===== src/rtl/rr_bus_mux.sv =====
// Purpose: registered N:1 bus mux; an internal round-robin or fixed-priority arbiter picks the source channel.
// Latency: 1 cycle from an input transfer to that beat appearing on out_data/out_sel.
// Backpressure: a held beat stalls while out_ready=0 and in_ready stays 0; out_ready reaches in_ready combinationally.
module rr_bus_mux #(
  parameter int WIDTH = 64,
  parameter int N     = 4,
  localparam int SELW = $clog2(N)
) (
  input  logic                 clk,
  input  logic                 reset,
  input  logic                 rr_en,
  input  logic [N-1:0]         in_valid,
  input  logic [N*WIDTH-1:0]   in_data,
  output logic [N-1:0]         in_ready,
  output logic                 out_valid,
  output logic [WIDTH-1:0]     out_data,
  output logic [SELW-1:0]      out_sel,
  input  logic                 out_ready
);

  // One output beat: source index plus its payload, kept together in a single register.
  typedef struct packed {
    logic [SELW-1:0]  sel;
    logic [WIDTH-1:0] data;
  } beat_t;

  logic [WIDTH-1:0] chan_data [N];
  logic [SELW-1:0]  ptr;
  logic [SELW-1:0]  rr_idx;
  logic [SELW-1:0]  fp_idx;
  logic [SELW-1:0]  grant;
  logic             rr_hit;
  logic             load_en;
  logic             any_req;
  logic             xfer;
  beat_t            beat_q;

  // Unflatten the channel bus so the payload mux indexes by channel number.
  always_comb begin
    for (int i = 0; i < N; i++) begin
      chan_data[i] = in_data[i*WIDTH +: WIDTH];
    end
  end

  // The output stage can take a new beat when empty or when its current beat leaves this cycle.
  assign load_en = !out_valid || out_ready;
  assign any_req = |in_valid;

  // Round-robin search: first requester at or after ptr, wrapping modulo N (N is a power of two,
  // so SELW-bit addition wraps for free).
  always_comb begin
    logic [SELW-1:0] cand;
    cand   = '0;
    rr_idx = '0;
    rr_hit = 1'b0;
    for (int k = 0; k < N; k++) begin
      cand = ptr + SELW'(k);
      if (!rr_hit && in_valid[cand]) begin
        rr_idx = cand;
        rr_hit = 1'b1;
      end
    end
  end

  // Fixed priority: lowest-index requester; scanning downward lets the lowest index win last.
  always_comb begin
    fp_idx = '0;
    for (int i = N - 1; i >= 0; i--) begin
      if (in_valid[i]) begin
        fp_idx = SELW'(i);
      end
    end
  end

  // The mode bit is applied at every grant decision; ptr is left untouched on a mode change.
  assign grant = rr_en ? rr_idx : fp_idx;

  // A transfer happens whenever the stage can load and somebody is asking; never during reset.
  assign xfer = !reset && load_en && any_req;

  // Accept exactly the granted channel, and only on a cycle that actually transfers.
  always_comb begin
    in_ready = '0;
    if (xfer) begin
      in_ready[grant] = 1'b1;
    end
  end

  // Output register and rotation pointer; an idle load clears valid but keeps the last data/sel.
  always_ff @(posedge clk) begin
    if (reset) begin
      out_valid <= 1'b0;
      beat_q    <= '0;
      ptr       <= '0;
    end else if (load_en) begin
      out_valid <= xfer;
      if (xfer) begin
        beat_q.sel  <= grant;
        beat_q.data <= chan_data[grant];
        if (rr_en) begin
          ptr <= grant + SELW'(1);
        end
      end
    end
  end

  assign out_data = beat_q.data;
  assign out_sel  = beat_q.sel;

  a_ready_onehot: assert property (@(posedge clk) $onehot0(in_ready));

endmodule


===== config.mk =====
export PLATFORM = sky130hd
export DESIGN_NAME = rr_bus_mux
export DESIGN_NICKNAME = d
export VERILOG_FILES = /design/src/rtl/rr_bus_mux.sv
export SDC_FILE = /design/constraint.sdc
export NUM_CORES = 1
export LEC_CHECK = 0
export BUFFER_PORTS_ARGS = -buffer_cell sky130_fd_sc_hd__buf_2
export CORE_AREA = 2 2 130 132
export CTS_CLUSTER_SIZE = 8
export DETAILED_ROUTE_END_ITERATION = 8
export DIE_AREA = 0 0 132 134
export HOLD_SLACK_MARGIN = 0.06
export SYNTH_ARGS = -nofsm -noshare
export SYNTH_HDL_FRONTEND = slang
export SYNTH_SLANG_ARGS = --single-unit

===== constraint.sdc =====
create_clock -name clk -period 3 [get_ports clk]
set_clock_uncertainty 0.15 [all_clocks]
set_input_delay 0.15 -clock clk [delete_from_list [all_inputs] [get_ports clk]]
set_output_delay 0.15 -clock clk [all_outputs]
set_load 0.05 [all_outputs]

==> results.py, run 1 <==
metrics = {
    "run_status": {
        "status": "completed",
    },
    "drt": {
        "ant_nets": 0,
        "drt_iter0_drc": 276,
        "wire_per_inst_um": 16.5,
        "drc": 0,
        "vias": 6203,
        "first_pass_iters": 5,
        "drt_wl_total_um": 20700,
        "vias_per_cell": 4.95,
    },
    "floorplan": {
        "die-width_um": 132,
        "start_util_pct": 29.0,
        "fp.dieH_um": 134,
        "coreArea_um2": 16300,
        "io-pin-count": 335,
        "rows": 47,
        "die_area_um2": 17700,
    },
    "cts": {
        "cts_root_buffer": "clkbuf_16",
        "clockBufferDepth": 2,
        "cts_buffers": 9,
        "h-tree-depth": 3,
        "clock-sinks": 69,
        "clkSlewWorstSetupHoldPaths_ps": 60,
        "clkLatencyLatePin_ps": 330,
        "cts_tree": "yes",
    },
    "synth": {
        "async_reset_ff_share_pct": 0,
        "yosys_warnings": 0,
        "netlist_instances": 561,
        "synthFlopType": "dfxtp_1",
        "synth_top_area_share_pct": 29.3,
        "synth_cell_types": 32,
        "synth_fp_nets": 825,
        "synth_area_um2": 4720,
        "synth.avg_cell_area_um2": 8.41,
        "ys_seq_elements": 69,
        "ys_seq_area_share_pct": 29.3,
        "synthTopCellsByArea": "dfxtp_1 29%, mux2i_1 14%, nand3_1 14%, mux2_2 12%, o211ai_1 10%",
        "synth_largest_area_cell": "dfxtp_1",
        "synth-edff-count": 0,
    },
    "power": {
        "seqPwrFrac_pct": 28.6,
        "pwr-share-clk_pct": 26.3,
        "internal-power_w": 0.00243,
        "swShare_pct": 39.2,
        "p_leak_nw": 3.70,
        "vdd_drop_max_mv": 0.245,
        "comb_power_share_pct": 45.1,
        "p_sw_w": 0.00157,
        "power_density_nw_per_um2": 466,
    },
    "sta": {
        "drv_slew": 0,
        "whs_ps": 62.5,
        "finalCritPeriodShare_pct": 95.5,
        "finalHoldViolCount": 0,
        "slew-limit-headroom_pct": 64.8,
        "grt_setup_unrepaired": "no",
        "finalSetupViolCount": 0,
        "timing.fmax_mhz": 349,
        "tightestPinTransition_ps": 522,
        "tns_ps": 0,
        "worst_slack_ps": 134,
        "fin_crit_ps": 2870,
    },
    "grt": {
        "grt_overflow": 0,
        "antenna_found_initial": 0,
        "grt_max_degree": 86,
        "grt_pass1_vias": 6398,
        "grtUsageTotal_pct": 22.0,
        "grt_pass1_wl_um": 31600,
    },
    "worst_setup_path": {
        "critPathKind": "reg -> reg",
        "arrival_ps": 2920,
        "critPathRequiredTime_ps": 3060,
        "cp_max_fo": 36,
        "reg2reg_setup_slack_ps": 130,
        "cp-start-kind": "register",
        "cp-end-kind": "register",
    },
    "hold_path": {
        "hp-class": "in -> reg",
    },
    "layout": {
        "layout-drive-gt1-share_pct": 41.3,
        "syn2layout_area_growth_pct": 81.5,
        "antennaDiodeCount": 0,
        "fill_cells": 1447,
        "layout_common_cells": "334 x buf_2, 166 x dlygate4sd3_1, 128 x nand3_1",
        "finalNetCount": 1294,
        "final_common_cell": "buf_2",
    },
    "job": {
        "maxCapViolCount": 0,
    },
    "place": {
        "dp.final_hpwl_um": 12500,
        "place_ws_ps": 493,
        "gp_congestion": 0.846,
        "port_buffers": 334,
    },
}
==> cells by family (layout without fill, tap and decap cells) <==
logic type,Yosys count,in the layout,share of synthesized area [%]
compound gates,77,77,12.5
xor+xnor,1,1,0.186
buf+inv,63,535,6.92
flops,69,69,29.3
mux,130,130,29.3
simple gates,221,221,21.9
==> Yosys cell counts (5+ instances only) <==
| cell | count |
|---|---|
| nand3_1 | 128 |
| nand2_1 | 70 |
| dfxtp_1 | 69 |
| mux2i_1 | 66 |
| o211ai_1 | 64 |
| mux2_2 | 52 |
| buf_2 | 22 |
| clkbuf_1 | 21 |
| mux2_1 | 12 |
| buf_1 | 7 |
| buf_6 | 7 |
| nor2_1 | 7 |
| a21oi_1 | 5 |
==> final cells by class <==
type,count,area [um^2],share of cell area (%)
clock inverters,1,5.00,0.0584
clock buffers,13,280,3.27
well taps,220,275,3.21
flip-flops and latches,69,1380,16.1
repair buffers,519,3580,41.8
multi-input cells,429,3040,35.4
inverters,2,7.51,0.0876
==> power by group through the flow <==
stage / Combinational [W] / Clock (W) / Sequential [W]
5_1_grt: 0.00190 / 0.00110 / 0.00116
6_report: 0.00180 / 0.00105 / 0.00114
4_1_cts: 0.00175 / 0.00108 / 0.00114
3_5_place_dp: 0.00154 / 0 / 0.00116
3_3_place_gp: 0.00153 / 0 / 0.00115
2_1_floorplan: 0.000576 / 0 / 0.00167
==> per-layer routing <==
layer / global-route usage [%] / routed length (um)
met1: 24.1 / 8210
met2: 39.3 / 10300
met3: 5.44 / 1460
met4: 11.9 / 783
met5: 0 / 0
==> sequential cells by signal, summed over array words and instances, names as in the netlist <==
name,cells
out_valid,1
out_data,64
out_sel,2
ptr,2
==> per-stage QoR <==
| step | cell area (um^2) | util (%) | total power, W | instances |
|---|---|---|---|---|
| after floorplan | 4720 | - | 0.00224 | 561 |
| after global placement | 6540 | 40.1 | 0.00269 | 1069 |
| after detailed placement | 6540 | 40.1 | 0.00269 | 1069 |
| after CTS | 8490 | 52.1 | 0.00396 | 1249 |
| after global routing | 8570 | 52.6 | 0.00417 | 1253 |
| final | 8570 | 52.6 | 0.00399 | 1253 |
==> critical path: stages (launching register included) <==
cell	delay, ps
dfxtp_1	360
o41ai_2	360
a41oi_1	110
o41ai_4	360
buf_6	180
buf_16	230
mux2i_1	280
dlygate4sd3_1	600
o211ai_1	80
==> timing repair <==
action / CTS / global route
hold buffers: 166 / 0
endpoints found under the hold margin: 69 / 0
endpoints found under the setup margin: 0 / 27
setup buffers: 0 / 3
gates resized for setup: 0 / 5
==> path summary, 6_finish.rpt <==
check	from	cells past startpoint	to
setup / recovery	ptr[0]	8	out_data[21]
hold / removal	in_data[55]	4	out_data[55]
setup reg to reg	ptr[0]	8	out_data[21]
hold reg to reg	out_sel[0]	2	out_sel[0]
Note: power is estimated with default switching activity, not from simulation.
==> run 2, diff against run 1 <==
Settings changed: ABC_AREA set to 1.
==> run 2 against run 1 <==
Routed wire length grew 15%. Via count grew 27%. Maximum frequency grew 0.68%. Final area grew 4.5%. Clock-buffer cell count is the same. Largest cell class is now multi-input combinational cells. Highest routed layer unchanged.
==> results.py, run 2 <==
metrics = {
    "cts": {
        "cts_tree": "yes",
        "cts_buffers": 9,
        "cts_root_buffer": "clkbuf_16",
        "clockBufferDepth": 2,
        "clock-sinks": 69,
        "clkLatencyLatePin_ps": 340,
        "h-tree-depth": 3,
        "clkSlewWorstSetupHoldPaths_ps": 60,
    },
    "layout": {
        "fill_cells": 1713,
        "antennaDiodeCount": 0,
        "layout-drive-gt1-share_pct": 28.9,
        "syn2layout_area_growth_pct": 69.5,
        "final_common_cell": "nand2_1",
        "finalNetCount": 1675,
        "layout_common_cells": "453 x nand2_1, 334 x buf_2, 221 x nand3_1",
        "largest_register_ffs": 64,
    },
    "worst_setup_path": {
        "cp-start-kind": "register",
        "cp_slowest_cell": "dlygate4sd3_1",
        "cpPeakStageDelay_ps": 560,
        "r2r-end": "out_data[27]",
        "critPathKind": "reg -> reg",
        "reg2reg_setup_slack_ps": 150,
        "path_common_cell": "nand2_2",
        "arrival_ps": 2990,
        "worstReg2RegStart": "ptr[0]",
        "cp_max_fo": 27,
        "cp_cell_sequence": "buf_6 -> nand2_2 -> nand3_1 -> nand2_2 -> nor2_1 -> nand2_2 -> nor2_4 -> nor2_1 -> nor2_4 -> buf_4 -> buf_12 -> nand2_1 -> nand3_1 -> dlygate4sd3_1 -> nand2_1 -> inv_1",
        "reg2reg_depth": 16,
        "critPathRequiredTime_ps": 3140,
        "cp-end-kind": "register",
    },
    "drt": {
        "dr_wl_met3_um": 1690,
        "topRoutingLayerUsed": "met4",
        "vias": 7877,
        "drt_wl_total_um": 23900,
        "wire_per_inst_um": 14.6,
        "drt-met1-wl_um": 9770,
        "drc": 0,
        "drt_iter0_drc": 656,
        "vias_per_cell": 4.82,
        "ant_nets": 0,
        "first_pass_iters": 5,
        "wl_met2_um": 11500,
    },
    "floorplan": {
        "fp.dieH_um": 134,
        "io-pin-count": 335,
        "coreArea_um2": 16300,
        "die_area_um2": 17700,
        "die-width_um": 132,
        "rows": 47,
        "start_util_pct": 32.4,
    },
    "power": {
        "power_density_nw_per_um2": 514,
        "p_total_w": 0.00460,
        "p_leak_nw": 5.08,
        "vdd_drop_max_mv": 0.289,
    },
    "synth": {
        "async_reset_ff_share_pct": 0,
        "synth_largest_area_cell": "nand2_1",
        "yosys_warnings": 0,
        "ys_seq_area_share_pct": 26.2,
        "synth-edff-count": 0,
        "synth.avg_cell_area_um2": 5.39,
        "synth_common_cells": "457 x nand2_1, 222 x nand3_1, 69 x dfxtp_1",
        "synthTopCellsByArea": "nand2_1 32%, dfxtp_1 26%, nand3_1 21%, nor2_1 4.2%, inv_1 3.6%",
        "synth_fp_nets": 1243,
        "synth_area_um2": 5280,
        "synth.most_common_cell": "nand2_1",
        "synthFlopType": "dfxtp_1",
        "ys_seq_elements": 69,
        "synth_cell_types": 23,
        "synth_top_area_share_pct": 32.5,
        "netlist_instances": 979,
    },
    "place": {
        "place_ws_ps": 501,
        "port_buffers": 334,
        "gp_congestion": 0.902,
        "dp.final_hpwl_um": 15900,
    },
    "sta": {
        "drv_slew": 0,
        "finalCritPeriodShare_pct": 94.9,
        "timing.fmax_mhz": 351,
        "worst_slack_ps": 153,
        "finalSetupViolCount": 0,
        "finalHoldViolCount": 0,
        "fin_crit_ps": 2850,
        "slew-limit-headroom_pct": 44.1,
        "tightestPinTransition_ps": 838,
        "whs_ps": 66.2,
    },
    "grt": {
        "antenna_found_initial": 0,
        "grtUsageTotal_pct": 25.0,
        "grt_pass1_wl_um": 36000,
        "grt_pass1_vias": 7422,
        "grt_max_degree": 82,
        "grt_overflow": 0,
    },
    "hold_path": {
        "hold_path_startpoint": "in_data[21]",
        "whs_endpoint": "out_data[21]",
        "hp-class": "in -> reg",
        "hold_depth": 7,
    },
    "run_status": {
        "status": "completed",
    },
    "job": {
        "maxCapViolCount": 0,
    },
}
==> run 2: cell count changes in the layout (fill, tap and decap cells not counted), sizes merged, moves of 3 or more <==
| cell | change |
|---|---|
| nor2 | +55 |
| inv | +52 |
| mux2i | -66 |
| o211ai | -64 |
| clkbuf | +3 |
| nand2 | +392 |
| mux2 | -64 |
| buf | +14 |
| dlygate4sd3 | -45 |
| nand3 | +95 |
| nand2b | -3 |
| a21oi | +23 |
| nor2b | -3 |
==> run 2: area by class of cell <==
class	count	area [um^2]	area share, %
clock buffers	13	280	3.13
clock inverters	1	5.00	0.0559
inverters	54	208	2.32
multi-input cells	786	3410	38.2
flip-flops and latches	69	1390	15.5
well taps	220	275	3.08
repair buffers	491	3380	37.8
==> run 2: critical path, delay by kind of cell, from the launching register on <==
kind,cells,cell delay [ps]
flip-flops,1,370
buffers and inverters,5,1090
AND/OR/NAND/NOR,11,1160
==> run 2: report_power, final <==
group	internal (W)	switching [W]	total, W
Sequential	0.00107	0.0000753	0.00115
Combinational	0.000877	0.00153	0.00240
Clock	0.000639	0.000405	0.00104
==> run 2: what timing repair did <==
| action | CTS | global route |
|---|---|---|
| buffers inserted | 0 | 14 |
| endpoints found under the setup margin | 0 | 41 |
| endpoints found under the hold margin | 65 | 0 |
| resized for setup | 0 | 21 |
| hold buffers | 121 | 0 |
==> run 2: worst max-delay path by stage <==
stage | slack, ps | depth (start not counted) | end | from
floorplan | 150 | 13 | in_ready[0] | ptr[0]
global route | -30 | 16 | out_data[27] | ptr[0]
CTS | 20 | 16 | out_data[48] | ptr[0]
finish | 150 | 16 | out_data[27] | ptr[0]
global placement | 540 | 15 | out_data[11] | ptr[0]
detailed placement | 500 | 15 | out_data[13] | ptr[0]
==> run 2: cell families after synthesis <==
logic type | after synthesis | share of synthesized area, %
AO/OA/AOI/OAI | 35 | 3.48
buffers and inverters | 126 | 10.8
flip-flops | 69 | 26.2
AND/OR/NAND/NOR | 749 | 59.5
==> run 2: stage by stage <==
| stage | cell area [um^2] | TNS [ps] | cells | util, % |
|---|---|---|---|---|
| 6_report | 8950 | 0 | 1634 | 54.9 |
| 5_1_grt | 8950 | -79.6 | 1634 | 54.9 |
| 4_1_cts | 8590 | 0 | 1613 | 52.7 |
| 3_5_place_dp | 7090 | 0 | 1478 | 43.5 |
| 3_3_place_gp | 7090 | 0 | 1478 | 43.5 |
| 2_1_floorplan | 5280 | 0 | 979 | - |
==> run 2: layer usage <==
layer / track usage (%) / vias up
li1: - / 3962
met1: 29.5 / 3511
met2: 43.5 / 337
met3: 5.90 / 67
met4: 10.3 / 0
met5: 0 / -
==> run 3, diff against run 2 <==
Settings changed: BUFFER_PORTS_ARGS -buffer_cell sky130_fd_sc_hd__buf_2 to not set, CORE_AREA 2 2 130 132 to 2 2 128 130, DIE_AREA 0 0 132 134 to 0 0 130 132, DONT_BUFFER_PORTS set to 1.
==> run 3 against run 2 <==
Non-clock buffer count shrank 242. Die area shrank 3.0%. Power shrank 2.1%. Routed wire length shrank 0.47%. Critical path depth grew 2. Critical path type unchanged.
==> results.py, run 3 (synthesized netlist as in run 2, its figures left out) <==
metrics = {
    "run_status": {
        "status": "completed",
    },
    "worst_setup_path": {
        "worstReg2RegStart": "ptr[0]",
        "reg2reg_depth": 18,
        "cp-start-kind": "register",
        "crit_family": "simple AND/OR/NAND/NOR gates",
        "cp_slowest_cell": "dlygate4sd3_1",
        "worstPathBufferInverterCount": 5,
        "cp-startpoint": "ptr[0]",
        "r2r-end": "out_data[49]",
        "cp-end-kind": "register",
        "cpPeakStageDelay_ps": 580,
        "critPathKind": "reg -> reg",
        "critPathRequiredTime_ps": 3090,
        "path_common_cell": "nand2_1",
        "cp_cell_sequence": "buf_6 -> nand2_1 -> nand2_2 -> nand2_1 -> nand2_1 -> nor2_1 -> nor2_1 -> nand2_2 -> nand3_4 -> buf_12 -> buf_16 -> nand3_2 -> nand2_1 -> dlygate4sd3_1 -> nand2_1 -> nand3_1 -> nand2_1 -> inv_1",
        "reg2reg_setup_slack_ps": 90,
        "cp_max_fo": 33,
        "arrival_ps": 3000,
    },
    "layout": {
        "layout-drive-gt1-share_pct": 7.08,
        "final_common_cell": "nand2_1",
        "syn2layout_area_growth_pct": 54.6,
        "layout_common_cells": "453 x nand2_1, 219 x nand3_1, 208 x dlygate4sd3_1",
        "finalNetCount": 1432,
        "final_area_um2": 8160,
        "antennaDiodeCount": 0,
        "layout.cells.non_filler": 1389,
        "largest_register_ffs": 64,
    },
    "power": {
        "power_density_nw_per_um2": 551,
        "p_sw_w": 0.00199,
        "pwr-share-clk_pct": 24.4,
        "comb_power_share_pct": 37.5,
        "vdd_drop_max_mv": 0.309,
        "p_leak_nw": 4.15,
        "swShare_pct": 44.2,
        "internal-power_w": 0.00251,
        "seqPwrFrac_pct": 38.1,
    },
    "drt": {
        "drt_wl_total_um": 23700,
        "ant_nets": 0,
        "drc": 0,
        "drt_iter0_drc": 771,
        "first_pass_iters": 6,
        "vias": 7262,
        "wire_per_inst_um": 17.1,
        "vias_per_cell": 5.23,
    },
    "hold_path": {
        "hp-class": "in -> reg",
        "hold_path_startpoint": "in_data[4]",
        "whs_endpoint": "out_data[4]",
        "hold_depth": 6,
    },
    "grt": {
        "grt_overflow": 0,
        "grt_pass1_wl_um": 35100,
        "grt_pass1_vias": 7018,
        "grt_max_degree": 92,
        "grtUsageTotal_pct": 26.1,
        "antenna_found_initial": 0,
    },
    "sta": {
        "drv_slew": 0,
        "finalCritPeriodShare_pct": 97.1,
        "finalSetupViolCount": 0,
        "timing.fmax_mhz": 343,
        "tightestPinTransition_ps": 906,
        "fin_crit_ps": 2910,
        "slew-limit-headroom_pct": 39.5,
        "tns_ps": 0,
        "finalHoldViolCount": 0,
        "worst_slack_ps": 88.1,
    },
    "place": {
        "gp_congestion": 0.911,
        "place_area_um2": 5440,
        "port_buffers": 0,
        "place_ws_ps": 298,
        "dp.final_hpwl_um": 13700,
        "dp.cells": 1143,
    },
    "job": {
        "maxCapViolCount": 0,
    },
    "floorplan": {
        "coreArea_um2": 15700,
        "start_util_pct": 33.6,
        "rows": 46,
        "die_area_um2": 17200,
        "die-width_um": 130,
        "fp.dieH_um": 132,
        "io-pin-count": 335,
    },
    "cts": {
        "clockBufferDepth": 2,
        "h-tree-depth": 3,
        "clkLatencyLatePin_ps": 340,
        "cts_tree": "yes",
        "clkSlewWorstSetupHoldPaths_ps": 60,
        "cts_buffers": 9,
        "clock-sinks": 69,
        "cts_root_buffer": "clkbuf_16",
    },
}
-- run 3: how the worst max path moves through the flow --
stage | endpoint | slack, ps | depth (start not counted)
finish | out_data[49] | 90 | 18
global route | out_data[49] | -20 | 18
CTS | out_data[41] | 20 | 17
detailed placement | in_ready[3] | 300 | 13
global placement | in_ready[1] | 340 | 13
floorplan | in_ready[0] | 150 | 13
-- run 3: layer usage --
layer  vias up  share of wire [%]  global-route usage (%)
met2       486                 47                    42.2
met3       114                 10                    8.73
met4         0                4.8                    15.4
met5         -                  0                       0
li1       3468                  -                       -
met1      3194                 37                    29.6
-- run 3: power by group through the flow --
stage	sequential [W]	clock, W	combinational [W]
floorplan	0.00168	0	0.000921
global placement	0.00173	0	0.00113
detailed placement	0.00173	0	0.00114
CTS	0.00171	0.00114	0.00149
global route	0.00173	0.00117	0.00187
finish	0.00172	0.00110	0.00169
-- run 3: worst reg2reg max path: stages, from the launching register on --
cell           delay (ps)
dfxtp_4               360
buf_6                 130
nand2_1                70
nand2_2                90
nand2_1                70
nand2_1               100
nor2_1                130
nor2_1                 60
nand2_2                90
nand3_4               160
buf_12                200
buf_16                170
nand3_2               100
nand2_1                80
dlygate4sd3_1         580
nand2_1                90
nand3_1                90
nand2_1                80
inv_1                  30
-- run 3: stage by stage --
step	hold slack (ps)	util (%)	total power, W
floorplan	69.1	-	0.00260
CTS	66.5	49.9	0.00435
global placement	71.9	34.6	0.00286
finish	90.1	52.0	0.00450
detailed placement	74.7	34.6	0.00288
global route	91.5	52.0	0.00477
-- run 3: cell type report --
cell class,count,area [um^2]
tap,216,270
timing repair buffer,249,2590
fill,1489,7550
sequential,69,1390
multi-input combinational,785,3410
clock inverter,5,60.1
inverter,54,208
clock buffer,11,243
-- run 3: what timing repair did --
item,in CTS,in global routing
cloned,0,5
endpoints found under the setup margin,2,55
hold buffers,208,0
endpoints found under the hold margin,69,0
gates resized for setup,1,26
pin swaps,1,7
setup buffers,1,16
